File: src/rtl/uart_rom_loader.sv
// UART (8N1) program loader: receives a framed image (A5, count, words) and
// streams 16-bit writes into the instruction RAM while holding `loading` high.
module uart_rom_loader #(
  parameter int CLK_HZ       = 100000000,
  parameter int BAUD         = 115200,
  parameter int ADDR_WIDTH   = 16,
  parameter int MAX_WORDS    = 4096,
  parameter int TIMEOUT_CLKS = 1000000
) (
  input  logic                  clk,
  input  logic                  rstN,
  input  logic                  rx,
  output logic                  wrEn,
  output logic [ADDR_WIDTH-1:0] wrAddr,
  output logic [15:0]           wrData,
  output logic                  loading,
  output logic                  done,
  output logic                  error,
  output logic [15:0]           byteCount
);

  localparam int CPB = CLK_HZ / BAUD;
  localparam int CW  = $clog2(CPB + 1);
  localparam logic [CW-1:0] BIT_LAST  = CW'(CPB - 1);
  localparam logic [CW-1:0] HALF_LAST = CW'(CPB / 2 - 1);
  localparam int TW  = $clog2(TIMEOUT_CLKS + 1);
  localparam logic [TW-1:0] TO_LAST   = TW'(TIMEOUT_CLKS - 1);
  localparam logic [16:0]   MAX_W     = 17'(MAX_WORDS);

  typedef enum logic [1:0] {RX_IDLE, RX_START, RX_DATA, RX_STOP} rx_state_t;
  typedef enum logic [2:0] {IDLE, CNT_HI, CNT_LO, DAT_HI, DAT_LO, DONE, ERROR} ld_state_t;

  logic            r_rx_meta, r_rx_sync, r_rx_prev;
  rx_state_t       r_rx_state, w_rx_state_nxt;
  logic [CW-1:0]   r_clk_cnt, w_clk_cnt_nxt;
  logic [2:0]      r_bit_idx, w_bit_idx_nxt;
  logic [7:0]      r_shift, w_shift_nxt;
  logic            w_rx_valid, w_frame_err;
  logic [7:0]      w_rx_byte;
  logic [15:0]     r_byte_count;

  ld_state_t       r_state, w_state_nxt;
  logic [7:0]      r_hi, w_hi_nxt;
  logic [15:0]     r_remaining, w_remaining_nxt;
  logic [15:0]     w_count;
  logic [TW-1:0]   r_idle_cnt, w_idle_cnt_nxt;
  logic            r_wr_en, w_wr_en_nxt;
  logic [ADDR_WIDTH-1:0] r_wr_addr, w_wr_addr_nxt;
  logic [15:0]     r_wr_data, w_wr_data_nxt;
  logic            r_loading, w_loading_nxt;
  logic            r_done, w_done_nxt;
  logic            r_error, w_error_nxt;
  logic            w_active;

  assign w_rx_byte = r_shift;
  assign w_count   = {r_hi, w_rx_byte};
  assign w_active  = (r_state == CNT_HI) || (r_state == CNT_LO) ||
                     (r_state == DAT_HI) || (r_state == DAT_LO);

  // Synchroniser resets to the idle-high line level so release never fakes a start edge.
  always_ff @(posedge clk or negedge rstN) begin
    if (!rstN) begin
      r_rx_meta    <= 1'b1;
      r_rx_sync    <= 1'b1;
      r_rx_prev    <= 1'b1;
      r_rx_state   <= RX_IDLE;
      r_clk_cnt    <= {CW{1'b0}};
      r_bit_idx    <= 3'd0;
      r_shift      <= 8'd0;
      r_byte_count <= 16'd0;
    end else begin
      r_rx_meta    <= rx;
      r_rx_sync    <= r_rx_meta;
      r_rx_prev    <= r_rx_sync;
      r_rx_state   <= w_rx_state_nxt;
      r_clk_cnt    <= w_clk_cnt_nxt;
      r_bit_idx    <= w_bit_idx_nxt;
      r_shift      <= w_shift_nxt;
      r_byte_count <= w_rx_valid ? r_byte_count + 16'd1 : r_byte_count;
    end
  end

  // Receiver: mid-bit sampling, glitch rejection at the start-bit midpoint.
  always_comb begin
    w_rx_state_nxt = r_rx_state;
    w_clk_cnt_nxt  = r_clk_cnt + CW'(1);
    w_bit_idx_nxt  = r_bit_idx;
    w_shift_nxt    = r_shift;
    w_rx_valid     = 1'b0;
    w_frame_err    = 1'b0;
    case (r_rx_state)
      RX_IDLE: begin
        w_clk_cnt_nxt = {CW{1'b0}};
        if (r_rx_prev && !r_rx_sync) w_rx_state_nxt = RX_START;
        else                         w_rx_state_nxt = RX_IDLE;
      end
      RX_START: begin
        if (r_clk_cnt == HALF_LAST) begin
          w_clk_cnt_nxt  = {CW{1'b0}};
          w_bit_idx_nxt  = 3'd0;
          w_rx_state_nxt = r_rx_sync ? RX_IDLE : RX_DATA;
        end else begin
          w_rx_state_nxt = RX_START;
        end
      end
      RX_DATA: begin
        if (r_clk_cnt == BIT_LAST) begin
          w_clk_cnt_nxt = {CW{1'b0}};
          w_shift_nxt   = {r_rx_sync, r_shift[7:1]};
          if (r_bit_idx == 3'd7) w_rx_state_nxt = RX_STOP;
          else                   w_bit_idx_nxt  = r_bit_idx + 3'd1;
        end else begin
          w_rx_state_nxt = RX_DATA;
        end
      end
      RX_STOP: begin
        if (r_clk_cnt == BIT_LAST) begin
          w_rx_state_nxt = RX_IDLE;
          if (r_rx_sync) w_rx_valid  = 1'b1;
          else           w_frame_err = 1'b1;
        end else begin
          w_rx_state_nxt = RX_STOP;
        end
      end
      default: w_rx_state_nxt = RX_IDLE;
    endcase
  end

  // Loader state and registered write-port outputs.
  always_ff @(posedge clk or negedge rstN) begin
    if (!rstN) begin
      r_state     <= IDLE;
      r_hi        <= 8'd0;
      r_remaining <= 16'd0;
      r_idle_cnt  <= {TW{1'b0}};
      r_wr_en     <= 1'b0;
      r_wr_addr   <= {ADDR_WIDTH{1'b0}};
      r_wr_data   <= 16'd0;
      r_loading   <= 1'b0;
      r_done      <= 1'b0;
      r_error     <= 1'b0;
    end else begin
      r_state     <= w_state_nxt;
      r_hi        <= w_hi_nxt;
      r_remaining <= w_remaining_nxt;
      r_idle_cnt  <= w_idle_cnt_nxt;
      r_wr_en     <= w_wr_en_nxt;
      r_wr_addr   <= w_wr_addr_nxt;
      r_wr_data   <= w_wr_data_nxt;
      r_loading   <= w_loading_nxt;
      r_done      <= w_done_nxt;
      r_error     <= w_error_nxt;
    end
  end

  // After the last word the FSM is already in DONE while wrEn is high; loading/done flip as it drops.
  always_comb begin
    w_state_nxt     = r_state;
    w_hi_nxt        = r_hi;
    w_remaining_nxt = r_remaining;
    w_wr_en_nxt     = 1'b0;
    w_wr_addr_nxt   = r_wr_addr;
    w_wr_data_nxt   = r_wr_data;
    w_loading_nxt   = r_loading;
    w_done_nxt      = r_done;
    w_error_nxt     = r_error;
    w_idle_cnt_nxt  = (w_active && !w_rx_valid) ? r_idle_cnt + TW'(1) : {TW{1'b0}};

    if (r_wr_en) begin
      w_wr_addr_nxt = r_wr_addr + ADDR_WIDTH'(1);
      if (r_state == DONE) begin
        w_loading_nxt = 1'b0;
        w_done_nxt    = 1'b1;
      end else begin
        w_loading_nxt = r_loading;
      end
    end else begin
      w_wr_addr_nxt = r_wr_addr;
    end

    case (r_state)
      IDLE, DONE, ERROR: begin
        if (w_rx_valid && (w_rx_byte == 8'hA5)) begin
          w_state_nxt   = CNT_HI;
          w_done_nxt    = 1'b0;
          w_error_nxt   = 1'b0;
          w_loading_nxt = 1'b1;
          w_wr_addr_nxt = {ADDR_WIDTH{1'b0}};
        end else begin
          w_state_nxt = r_state;
        end
      end
      CNT_HI: begin
        if (w_rx_valid) begin
          w_hi_nxt    = w_rx_byte;
          w_state_nxt = CNT_LO;
        end else begin
          w_state_nxt = CNT_HI;
        end
      end
      CNT_LO: begin
        if (w_rx_valid) begin
          if (w_count == 16'd0) begin
            w_state_nxt   = DONE;
            w_loading_nxt = 1'b0;
            w_done_nxt    = 1'b1;
          end else if ({1'b0, w_count} > MAX_W) begin
            w_state_nxt   = ERROR;
            w_loading_nxt = 1'b0;
            w_error_nxt   = 1'b1;
          end else begin
            w_remaining_nxt = w_count;
            w_state_nxt     = DAT_HI;
          end
        end else begin
          w_state_nxt = CNT_LO;
        end
      end
      DAT_HI: begin
        if (w_rx_valid) begin
          w_hi_nxt    = w_rx_byte;
          w_state_nxt = DAT_LO;
        end else begin
          w_state_nxt = DAT_HI;
        end
      end
      DAT_LO: begin
        if (w_rx_valid) begin
          w_wr_en_nxt     = 1'b1;
          w_wr_data_nxt   = {r_hi, w_rx_byte};
          w_remaining_nxt = r_remaining - 16'd1;
          w_state_nxt     = (r_remaining == 16'd1) ? DONE : DAT_HI;
        end else begin
          w_state_nxt = DAT_LO;
        end
      end
      default: w_state_nxt = IDLE;
    endcase

    if (w_active && (w_frame_err || (!w_rx_valid && (r_idle_cnt == TO_LAST)))) begin
      w_state_nxt   = ERROR;
      w_loading_nxt = 1'b0;
      w_error_nxt   = 1'b1;
      w_wr_en_nxt   = 1'b0;
    end else begin
      w_idle_cnt_nxt = w_idle_cnt_nxt;
    end
  end

  assign wrEn      = r_wr_en;
  assign wrAddr    = r_wr_addr;
  assign wrData    = r_wr_data;
  assign loading   = r_loading;
  assign done      = r_done;
  assign error     = r_error;
  assign byteCount = r_byte_count;

endmodule

File: config.mk
export PLATFORM = sky130hd
export DESIGN_NAME = uart_rom_loader
export DESIGN_NICKNAME = d
export VERILOG_FILES = /design/src/rtl/uart_rom_loader.sv
export SDC_FILE = /design/constraint.sdc
export NUM_CORES = 1
export LEC_CHECK = 0
export CELL_PAD_IN_SITES_DETAIL_PLACEMENT = 1
export CELL_PAD_IN_SITES_GLOBAL_PLACEMENT = 1
export CORE_ASPECT_RATIO = 0.5
export CORE_MARGIN = 3
export CORE_UTILIZATION = 30
export CTS_BUF_LIST = sky130_fd_sc_hd__clkbuf_4 sky130_fd_sc_hd__clkbuf_8
export CTS_CLUSTER_DIAMETER = 30
export DETAILED_ROUTE_END_ITERATION = 12
export PLACE_DENSITY = 0.56
export SLEW_MARGIN = 10
export SYNTH_ARGS = -nofsm -noshare
export SYNTH_HDL_FRONTEND = slang
export SYNTH_SLANG_ARGS = --single-unit
File: constraint.sdc
create_clock -name clk -period 2.69 [get_ports clk]
set_input_delay 0.538 -clock clk [delete_from_list [all_inputs] [get_ports clk]]
set_output_delay 0.538 -clock clk [all_outputs]
set_load 0.01 [all_outputs]
* Word-level counts from Yosys, hierarchy flattened
Cells that the tools add are included.
Storage, ports and cells: register bits after elaboration 125, bits of input ports 3, output and inout bits 52, logic and storage cells 139
Cells by class: add/subtract/negate cells 6, $lt $le $gt $ge 1, equality and inequality tests 27, mux-type cells 62, reductions and logical operators 25
Operator list (number):
- $mux 16 | 7
- $mux 3 | 11
- $add 16x1->16 const B | 2
- $pmux 16 s2 | 1
- $pmux 10 s3 | 1
- $mux 1 | 27
- $add 20x1->20 const B | 1
- $eq 20x20->1 const B | 1
- $mux 10 | 2
- $mux 20 | 1
- $eq 16x1->1 const B | 1
- $gt 16x13->1 const B | 1
- $logic_not 16->1 | 1
- $sub 16x1->16 const B | 1
- $pmux 3 s5 | 1
- $ne 2x2->1 const B | 7
- $eq 3x3->1 const B | 4
- $mux 2 | 6
- $add 10x1->10 const B | 1
- $eq 10x10->1 const B | 1
- $eq 10x9->1 const B | 1
- $reduce_and 5->1 | 2
- $eq 8x8->1 const B | 1
- $pmux 2 s4 | 1
- 21 further kinds | 38

* Longest topological paths before layout
Gate-level depths: netlist (run 1).
depth after elaboration 9, mapped depth 8, gate-level depth less buffers 7

* Least setup slack after synthesis (run 1)
No wires, ideal clock.
path kind reg2reg, start point register r_clk_cnt[0], end point register r_hi[0], setup time 125 ps, arrival 2009 ps, data required time 2565 ps, setup slack 556 ps, cell stages (with the launch flop) 9, buffers on the path 2, period minus slack after synthesis 2134 ps, cell sequence dfrtp_1 > ha_1 > and4bb_1 > and4_1 > buf_4 > nand2_2 > or3_1 > buf_6 > mux2_4
On the way: longest elaborated chain between the ends 4
Ends and longest elaborated chain:
- start, declared | line 35 | logic [CW-1:0] r_clk_cnt, w_clk_cnt_nxt;
- start signal, assigned | line 67 | r_clk_cnt <= {CW{1'b0}};
- start signal, assigned | line 76 | r_clk_cnt <= w_clk_cnt_nxt;
- $eq 10x10->1 | line 117 | if (r_clk_cnt == BIT_LAST) begin
- $mux 1 | line 117
- $mux 1 | line 91 | case (r_rx_state)
- $reduce_and 2->1 (no line)
- end signal, assigned | line 144 | r_hi <= w_hi_nxt;
- end, declared | line 43 | logic [7:0] r_hi, w_hi_nxt;
Every way passes these cells. A chain may end at the register's enable or synchronous reset.

* Worst setup path in the final report (run 1)
start point register r_clk_cnt[0], end point register r_hi[3]
Same word-level chain as after synthesis.

==> flow_summary.ini, run 1 <==
[outcome]
status = complete, no violations

[placement]
place_congestion = 0.806
dp.final_hpwl_mm = 11.7
portBuffers = 54
post-place-ws_ps = 316
postPlaceCellArea_mm2 = 0.00718

[floorplan]
rows = 36
core_area_mm2 = 0.0199
initial_core_util = 0.312
io_pins = 55
die_h_um = 108
die_x_um = 210
dieArea_mm2 = 0.0226

[sta]
final_max_slew_viol_count = 0
setup_violations = 0
fin_setup_tns_ps = 0
fin_crit_sh = 0.883
worst_pin_slew_ps = 573
fin_ws_ps = 316
rsz0062_at_grt = false
timing.final.crit_period_ps = 2370
finClkSkew_ps = 14.5
finalHoldViolCount = 0
max_clock_freq_ghz = 0.421
hold_slack_ps = 75.3
slew_headroom = 0.615

[final_layout]
drive_above_1_share = 0.132
final_core_util = 0.382
antenna_cells = 0
nNetsFinal = 713
stdcell_area_mm2 = 0.00760
syn_to_final_growth_pct = 22.2

[worst_setup_path]
crit_buf_inv = 0
cp_cell_sequence = ha_1 -> and4bb_1 -> and4_1 -> nand2_2 -> or3_1 -> mux2_4
critPathMaxStageDelay_ps = 550
path_max_fanout = 8
slowest_stage = or3_1
setup.worst_path.start = r_clk_cnt[0]
cp_top_family = simple AND/OR/NAND/NOR gates
worstRegToRegCells = 6
r2r_start = r_clk_cnt[0]
crit_path_end_kind = flop
worst-setup-path-type = flop to flop
critical_path_cell_count = 6
cp.arrival_ps = 2710
rr_endpoint = r_hi[3]
cp-start-kind = flop
crit_end = r_hi[3]
cp_data_required_time_ps = 3030
r2r_setup_slack_ps = 320

[route]
drtAntennaViolNets = 0
viasPerCell = 4.97
dr_total_vias = 4875
wl_per_cell_um = 16.6
drc = 0
routed_wl_mm = 16.2
drt-initial-drc-count = 205
drtPass1Iterations = 4

[yosys]
synth_ff_type = dfrtp_1
yosysWarnings = 0
netlist_area_mm2 = 0.00622
async_flop_share = 1.00
postSynthAreaPerCell_um2 = 9.95
ys_ff_latch = 125
synth-seq-area-share = 0.504
netlist_top_cells_area = dfrtp_1 (49%), nand2_1 (5.7%), nor2_1 (4.2%)
ys_types = 69
synth_nets = 637
synth_cells = 625
yosysTopAreaCell = dfrtp_1
synth-edff-count = 0
synth_top_area_frac = 0.491

[clock_network]
path_clk_slew_ps = 80
htreeDepth = 4
clockBufferDepth = 2
cts_root_buf = clkbuf_8
cts_tree = built
cts_buffers = 17
ctsHoldBuffers = 0
postCtsResizedCells = 0
insertion_delay_ps = 460
cts.sinks = 125
post-cts-setup-buffers = 0

[global_route]
grt_usage = 0.153
grt_pass1_wl_mm = 27.4
grt_overflow_total = 0
grt_pass1_vias = 5092
grt_max_degree = 38
antenna_found_initial = 0

[power]
leakage_uw = 0.00343
ir_drop_mv = 0.237
power.density_mw_per_mm2 = 513

[worst_hold_path]
hp-class = input pin to async pin

[job]
drv_cap = 0
==> flip-flops by register name, indices dropped and copies added (netlist names) <==
signal and cells:
r_state 3, r_remaining 16, loading 1, r_rx_sync 1, r_rx_meta 1, r_rx_prev 1, r_idle_cnt 20, r_shift 8
r_bit_idx 3, byteCount 16, r_rx_state 2, wrAddr 16, error 1, r_clk_cnt 10, done 1, r_hi 8
wrData 16, wrEn 1
==> layout by cell type, fill, tap and decap left out, drive strengths merged, types with 7 or more instances in the layout <==
master / count
nor4: 11
and3: 14
nand2: 95
mux2: 15
nor3: 18
xnor2: 26
o21ai: 21
clkdlybuf4s50: 53
xor2: 29
nand4: 19
ha: 9
inv: 13
nor2: 70
buf: 24
a31oi: 7
clkbuf: 21
nand3: 26
dfrtp: 122
a21oi: 30
==> Yosys cell counts (all sizes together), types with 6 or more instances <==
master and count:
nor3 18, inv 13, and3 14, a21oi 30, buf 6, nor2 70
mux2 15, clkbuf 14, a31oi 7, nand2 95, nand4 19, o21ai 21
nor4 11, nand3 26, xnor2 26, dfrtp 122, xor2 29, ha 9
==> metrics by stage <==
step / std cells / power [uW]
finish: 980 / 3900
global route: 980 / 4080
CTS: 980 / 3970
detailed placement: 948 / 2170
global placement: 948 / 2160
floorplan: 625 / 2080
==> layout make-up <==
cell class | count | area [um2]
fillers | 2282 | 12300
flip-flops and latches | 125 | 3130
multi-input cells | 467 | 2940
repair buffers | 77 | 723
well taps | 266 | 333
clock buffers | 21 | 277
clock inverters | 11 | 141
inverters | 13 | 48.8
==> routing by layer <==
metal | track usage | part of all wire | vias to the layer above
met5 | 0 | 0 | -
met4 | 0.0496 | 0.015 | 0
met3 | 0.0329 | 0.027 | 17
met2 | 0.229 | 0.43 | 50
met1 | 0.221 | 0.53 | 2461
li1 | - | - | 2347
==> worst min path at each step <==
stage,startpoint,endpoint,slack [ps],cells after the start
2_1_floorplan,rstN,byteCount[0],240,0
3_3_place_gp,r_rx_meta,r_rx_sync,370,0
3_5_place_dp,r_rx_meta,r_rx_sync,370,0
4_1_cts,rstN,byteCount[9],60,1
5_1_grt,rstN,byteCount[9],80,1
6_report,rstN,byteCount[9],80,1
==> where the power goes <==
group	internal [uW]	total (uW)	switching (uW)
Combinational	59.3	148	88.7
Clock	980	1770	793
Sequential	1920	1980	57.1
==> cell families after synthesis <==
group                    synth area share
flip-flops                          0.504
XOR/XNOR                           0.0775
multiplexers                       0.0384
AO/OA/AOI/OAI                      0.0968
AND/OR/NAND/NOR                     0.243
buffers and inverters              0.0225
adder cells (fa/ha/maj)            0.0181
No activity file was read; power rests on OpenSTA's default activity.
==> run 2, diff against run 1 <==
ABC_AREA = 1   (was unset)
CORE_MARGIN = unset   (was 3)
PLACE_DENSITY = unset   (was 0.56)
PLACE_DENSITY_LB_ADDON = 0.1   (was unset)
==> flow_summary.ini, run 2 <==
[final_layout]
stdcell_area_mm2 = 0.00799
layout_common_cells = nand2_1 (253), dfrtp_1 (122), nor2_1 (111)
syn_to_final_growth_pct = 19.7
num-fill-cells = 2702
largest_register = r_idle_cnt
largest_reg_flops = 20
final_common_cell = nand2_1
drive_above_1_share = 0.0846
antenna_cells = 0
final_core_util = 0.368
nNetsFinal = 945

[route]
drt-initial-drc-count = 200
dr_total_vias = 5684
drc = 0
wl_per_cell_um = 14.8
drtAntennaViolNets = 0
drtPass1Iterations = 4
viasPerCell = 4.56
routed_wl_mm = 18.4

[yosys]
synth-seq-area-share = 0.469
synthTopCellsByCount = nand2_1 (253), dfrtp_1 (122), nor2_1 (111), inv_1 (101), nand3_1 (58)
synth_top_area_frac = 0.458
async_flop_share = 1.00
ys_types = 41
netlist_top_cells_area = dfrtp_1 (46%), nand2_1 (14%), nor2_1 (6.2%)
synth_nets = 882
netlist_area_mm2 = 0.00667
synth.most_common_cell = nand2_1
synth_cells = 870
synth-edff-count = 0
yosysWarnings = 0
yosysTopAreaCell = dfrtp_1
ys_ff_latch = 125
postSynthAreaPerCell_um2 = 7.67
synth_ff_type = dfrtp_1

[floorplan]
die_x_um = 213
core_area_mm2 = 0.0217
initial_core_util = 0.307
io_pins = 55
dieArea_mm2 = 0.0229
rows = 38
die_h_um = 107

[worst_setup_path]
worstRegToRegCells = 8
crit_path_end_kind = output pin
cp.arrival_ps = 1750
critPathMaxStageDelay_ps = 650
setup.worst_path.start = wrEn
rr_endpoint = wrAddr[4]
r2r_setup_slack_ps = 520
cp_top_family = flip-flops
cp_cell_sequence = clkdlybuf4s50_1
path_max_fanout = 11
cp-start-kind = flop
crit_buf_inv = 1
cp_data_required_time_ps = 2150
r2r_start = r_rx_sync
worst-setup-path-type = flop to output pin
slowest_stage = dfrtp_1

[sta]
timing.final.crit_period_ps = 2290
worst_pin_slew_ps = 545
fin_ws_ps = 398
finalHoldViolCount = 0
slew_headroom = 0.633
setup_violations = 0
fin_setup_tns_ps = 0
fin_crit_sh = 0.852
rsz0062_at_grt = false
max_clock_freq_ghz = 0.436
finClkSkew_ps = 11.0
final_max_slew_viol_count = 0

[worst_hold_path]
hold_end = r_rx_sync
hold_start = r_rx_meta
hp-class = flop to flop
hold_depth = 0

[power]
leakage_uw = 0.00380
ir_drop_mv = 0.259
power.density_mw_per_mm2 = 511

[clock_network]
cts_buffers = 17
cts_tree = built
htreeDepth = 4
post-cts-setup-buffers = 0
insertion_delay_ps = 480
cts.sinks = 125
clockBufferDepth = 2
cts_root_buf = clkbuf_8
path_clk_slew_ps = 80

[global_route]
grtUsageMet1 = 0.248
grt_pass1_vias = 5885
grt_usage = 0.178
grt_pass1_wl_mm = 31.0
grtUsageMet2 = 0.268
antenna_found_initial = 0
grt_max_degree = 50
grt_overflow_total = 0
gr-max-usage-layer = met2
grtUsageMet3 = 0.0411

[job]
drv_cap = 0

[placement]
postPlaceCellArea_mm2 = 0.00752
post-place-ws_ps = 516
dp.final_hpwl_mm = 13.4
place_congestion = 0.817
portBuffers = 54

[outcome]
status = complete, no violations
[run 2: cell types whose count changed after synthesis, moves of 9 or more]
cell | before | now
and3_1 | 14 | 0
nand3_1 | 25 | 58
clkbuf_1 | 14 | 2
or2_2 | 2 | 11
nor2_1 | 69 | 111
a21oi_1 | 30 | 19
o21ai_0 | 18 | 49
nand2_1 | 94 | 253
inv_1 | 13 | 101
xnor2_1 | 26 | 13
[run 2: per-layer routing]
layer / part of all wire / vias up
met5: 0 / -
met4: 0.016 / 0
met3: 0.025 / 17
met2: 0.44 / 44
met1: 0.52 / 2754
li1: - / 2869
[run 2: through the flow]
stage	total power (uW)	hold WS [ps]	std cells
CTS	4150	375	1246
detailed placement	2200	369	1213
floorplan	2110	242	870
finish	4080	374	1246
global route	4260	380	1246
global placement	2180	370	1213
[run 2: cell families (layout without fill, tap and decap cells)]
kind of cell | Yosys count | count (layout) | synth area share
xor+xnor | 36 | 36 | 0.0473
flops | 125 | 125 | 0.469
fa+ha+maj | 9 | 9 | 0.0169
buf+inv | 123 | 199 | 0.0780
compound gates | 91 | 91 | 0.0760
simple gates | 486 | 486 | 0.312
[run 2: power by group]
part | switching [uW] | internal [uW]
clock network | 866 | 1060
logic | 130 | 61.2
registers | 42.5 | 1920
total | 1040 | 3040
[run 2: worst max path at each step]
| stage | to | slack, ps | depth (start not counted) |
|---|---|---|---|
| 2_1_floorplan | r_remaining[1] | 1090 | 10 |
| 3_3_place_gp | wrAddr[4] | 580 | 9 |
| 3_5_place_dp | wrAddr[4] | 520 | 9 |
| 4_1_cts | wrEn | 360 | 1 |
| 5_1_grt | wrAddr[8] | 290 | 9 |
| 6_report | wrEn | 400 | 1 |
[run 2: final cells by class]
| type | count | area (um2) | share of cell area |
|---|---|---|---|
| flip-flops and latches | 125 | 3130 | 0.392 |
| multi-input cells | 622 | 3020 | 0.378 |
| repair buffers | 61 | 609 | 0.0763 |
| inverters | 106 | 399 | 0.0500 |
| well taps | 300 | 375 | 0.0470 |
| clock buffers | 19 | 262 | 0.0327 |
| clock inverters | 13 | 189 | 0.0237 |
[run 2: repair_timing]
item,CTS,global route
hold buffers,1,0
hold endpoints to repair,21,0
resized for setup,0,0
==> run 3, diff against run 2 <==
CORE_UTILIZATION = 45   (was 30)
PLACE_DENSITY = 0.88   (was unset)
PLACE_DENSITY_LB_ADDON = unset   (was 0.1)
==> flow_summary.ini, run 3 (synthesis gave the netlist of run 2 again) <==
[outcome]
status = complete, no violations

[clock_network]
cts_buffers = 17
postCtsResizedCells = 0
ctsHoldBuffers = 0
cts.sinks = 125
htreeDepth = 4
clockBufferDepth = 2
insertion_delay_ps = 440
path_clk_slew_ps = 80
cts_tree = built
post-cts-setup-buffers = 0
cts_root_buf = clkbuf_8

[final_layout]
stdcell_area_mm2 = 0.00772
final_core_util = 0.534
num-fill-cells = 1836
largest_reg_flops = 20
syn_to_final_growth_pct = 15.8
antenna_cells = 0
layout_common_cells = nand2_1 (253), dfrtp_1 (122), nor2_1 (111)
largest_register = r_idle_cnt
drive_above_1_share = 0.0808
nNetsFinal = 942
final_common_cell = nand2_1

[placement]
portBuffers = 54
post-place-ws_ps = 582
dp.final_hpwl_mm = 13.0
postPlaceCellArea_mm2 = 0.00738
place_congestion = 0.842

[worst_setup_path]
path_max_fanout = 12
cp.arrival_ps = 2540
cp-start-kind = flop
crit_path_end_kind = flop
worst-setup-path-type = flop to flop
cp_data_required_time_ps = 3060

[global_route]
grtUsageMet2 = 0.454
grtUsageMet3 = 0.0460
grt_usage = 0.260
grt_max_degree = 126
grt_overflow_total = 0
grt_pass1_vias = 6277
antenna_found_initial = 0
grt_pass1_wl_mm = 31.4
gr-max-usage-layer = met2
grtUsageMet1 = 0.334

[sta]
finClkSkew_ps = 14.4
worst_pin_slew_ps = 723
final_max_slew_viol_count = 0
slew_headroom = 0.518
setup_violations = 0
finalHoldViolCount = 0
fin_crit_sh = 0.804
timing.final.crit_period_ps = 2160
rsz0062_at_grt = false
fin_setup_tns_ps = 0
fin_ws_ps = 528
max_clock_freq_ghz = 0.463

[route]
drtPass1Iterations = 7
drtAntennaViolNets = 0
dr_total_vias = 5910
wl_per_cell_um = 16.3
viasPerCell = 5.19
drc = 0
drt-initial-drc-count = 351
routed_wl_mm = 18.6

[floorplan]
dieArea_mm2 = 0.0153
core_area_mm2 = 0.0145
die_x_um = 174
rows = 31
die_h_um = 88.1
initial_core_util = 0.461
io_pins = 55

[power]
fin_total_pwr_uw = 3660
ir_drop_mv = 0.262
leakage_uw = 0.00374
power.density_mw_per_mm2 = 474

[worst_hold_path]
hp-class = input pin to async pin

[job]
drv_cap = 0
-- run 3: worst paths after layout --
check	from	endpoint	slack, ps	depth (start not counted)
setup / recovery	r_clk_cnt[0]	r_state[0]	530	10
hold / removal	rstN	byteCount[11]	170	2
setup reg to reg	r_clk_cnt[0]	r_state[0]	530	10
hold reg to reg	r_rx_sync	r_rx_prev	390	0
max in group asynchronous	rstN	r_shift[7]	1940	2
min in group clk	r_rx_sync	r_rx_prev	390	0
-- run 3: where the power goes --
part | total [uW] | leakage, uW | internal (uW) | switching (uW)
combinational | 196 | 0.00184 | 58.8 | 137
clock | 1500 | 0.000180 | 737 | 766
sequential | 1960 | 0.00173 | 1920 | 44.1
total | 3660 | 0.00374 | 2720 | 947
-- run 3: cell type report --
| cell class | count | area, um2 | share of cell area |
|---|---|---|---|
| Clock inverter | 7 | 40.0 | 0.00518 |
| Tap cell | 198 | 248 | 0.0321 |
| Timing Repair Buffer | 58 | 581 | 0.0752 |
| Multi-Input combinational cell | 622 | 3020 | 0.391 |
| Clock buffer | 23 | 304 | 0.0394 |
| Inverter | 106 | 399 | 0.0517 |
| Sequential cell | 125 | 3130 | 0.406 |
-- run 3: critical path: stages (launching register included) --
cell	delay [ps]
dfrtp_1	410
ha_1	230
nand2_1	110
nor2_4	130
nand4_2	110
buf_4	220
nand2_1	340
inv_2	210
a21oi_1	190
nand2_1	80
nand2_1	70
-- run 3: metal layers --
layer,share of wire,wire length [um]
met3,0.023,426
met5,0,0
met2,0.50,9280
met1,0.47,8710
met4,0.010,192
-- run 3: stage by stage --
step	instances	hold WS (ps)
3_5_place_dp	1109	376
3_3_place_gp	1109	371
5_1_grt	1139	249
4_1_cts	1139	227
6_report	1139	168
2_1_floorplan	870	242
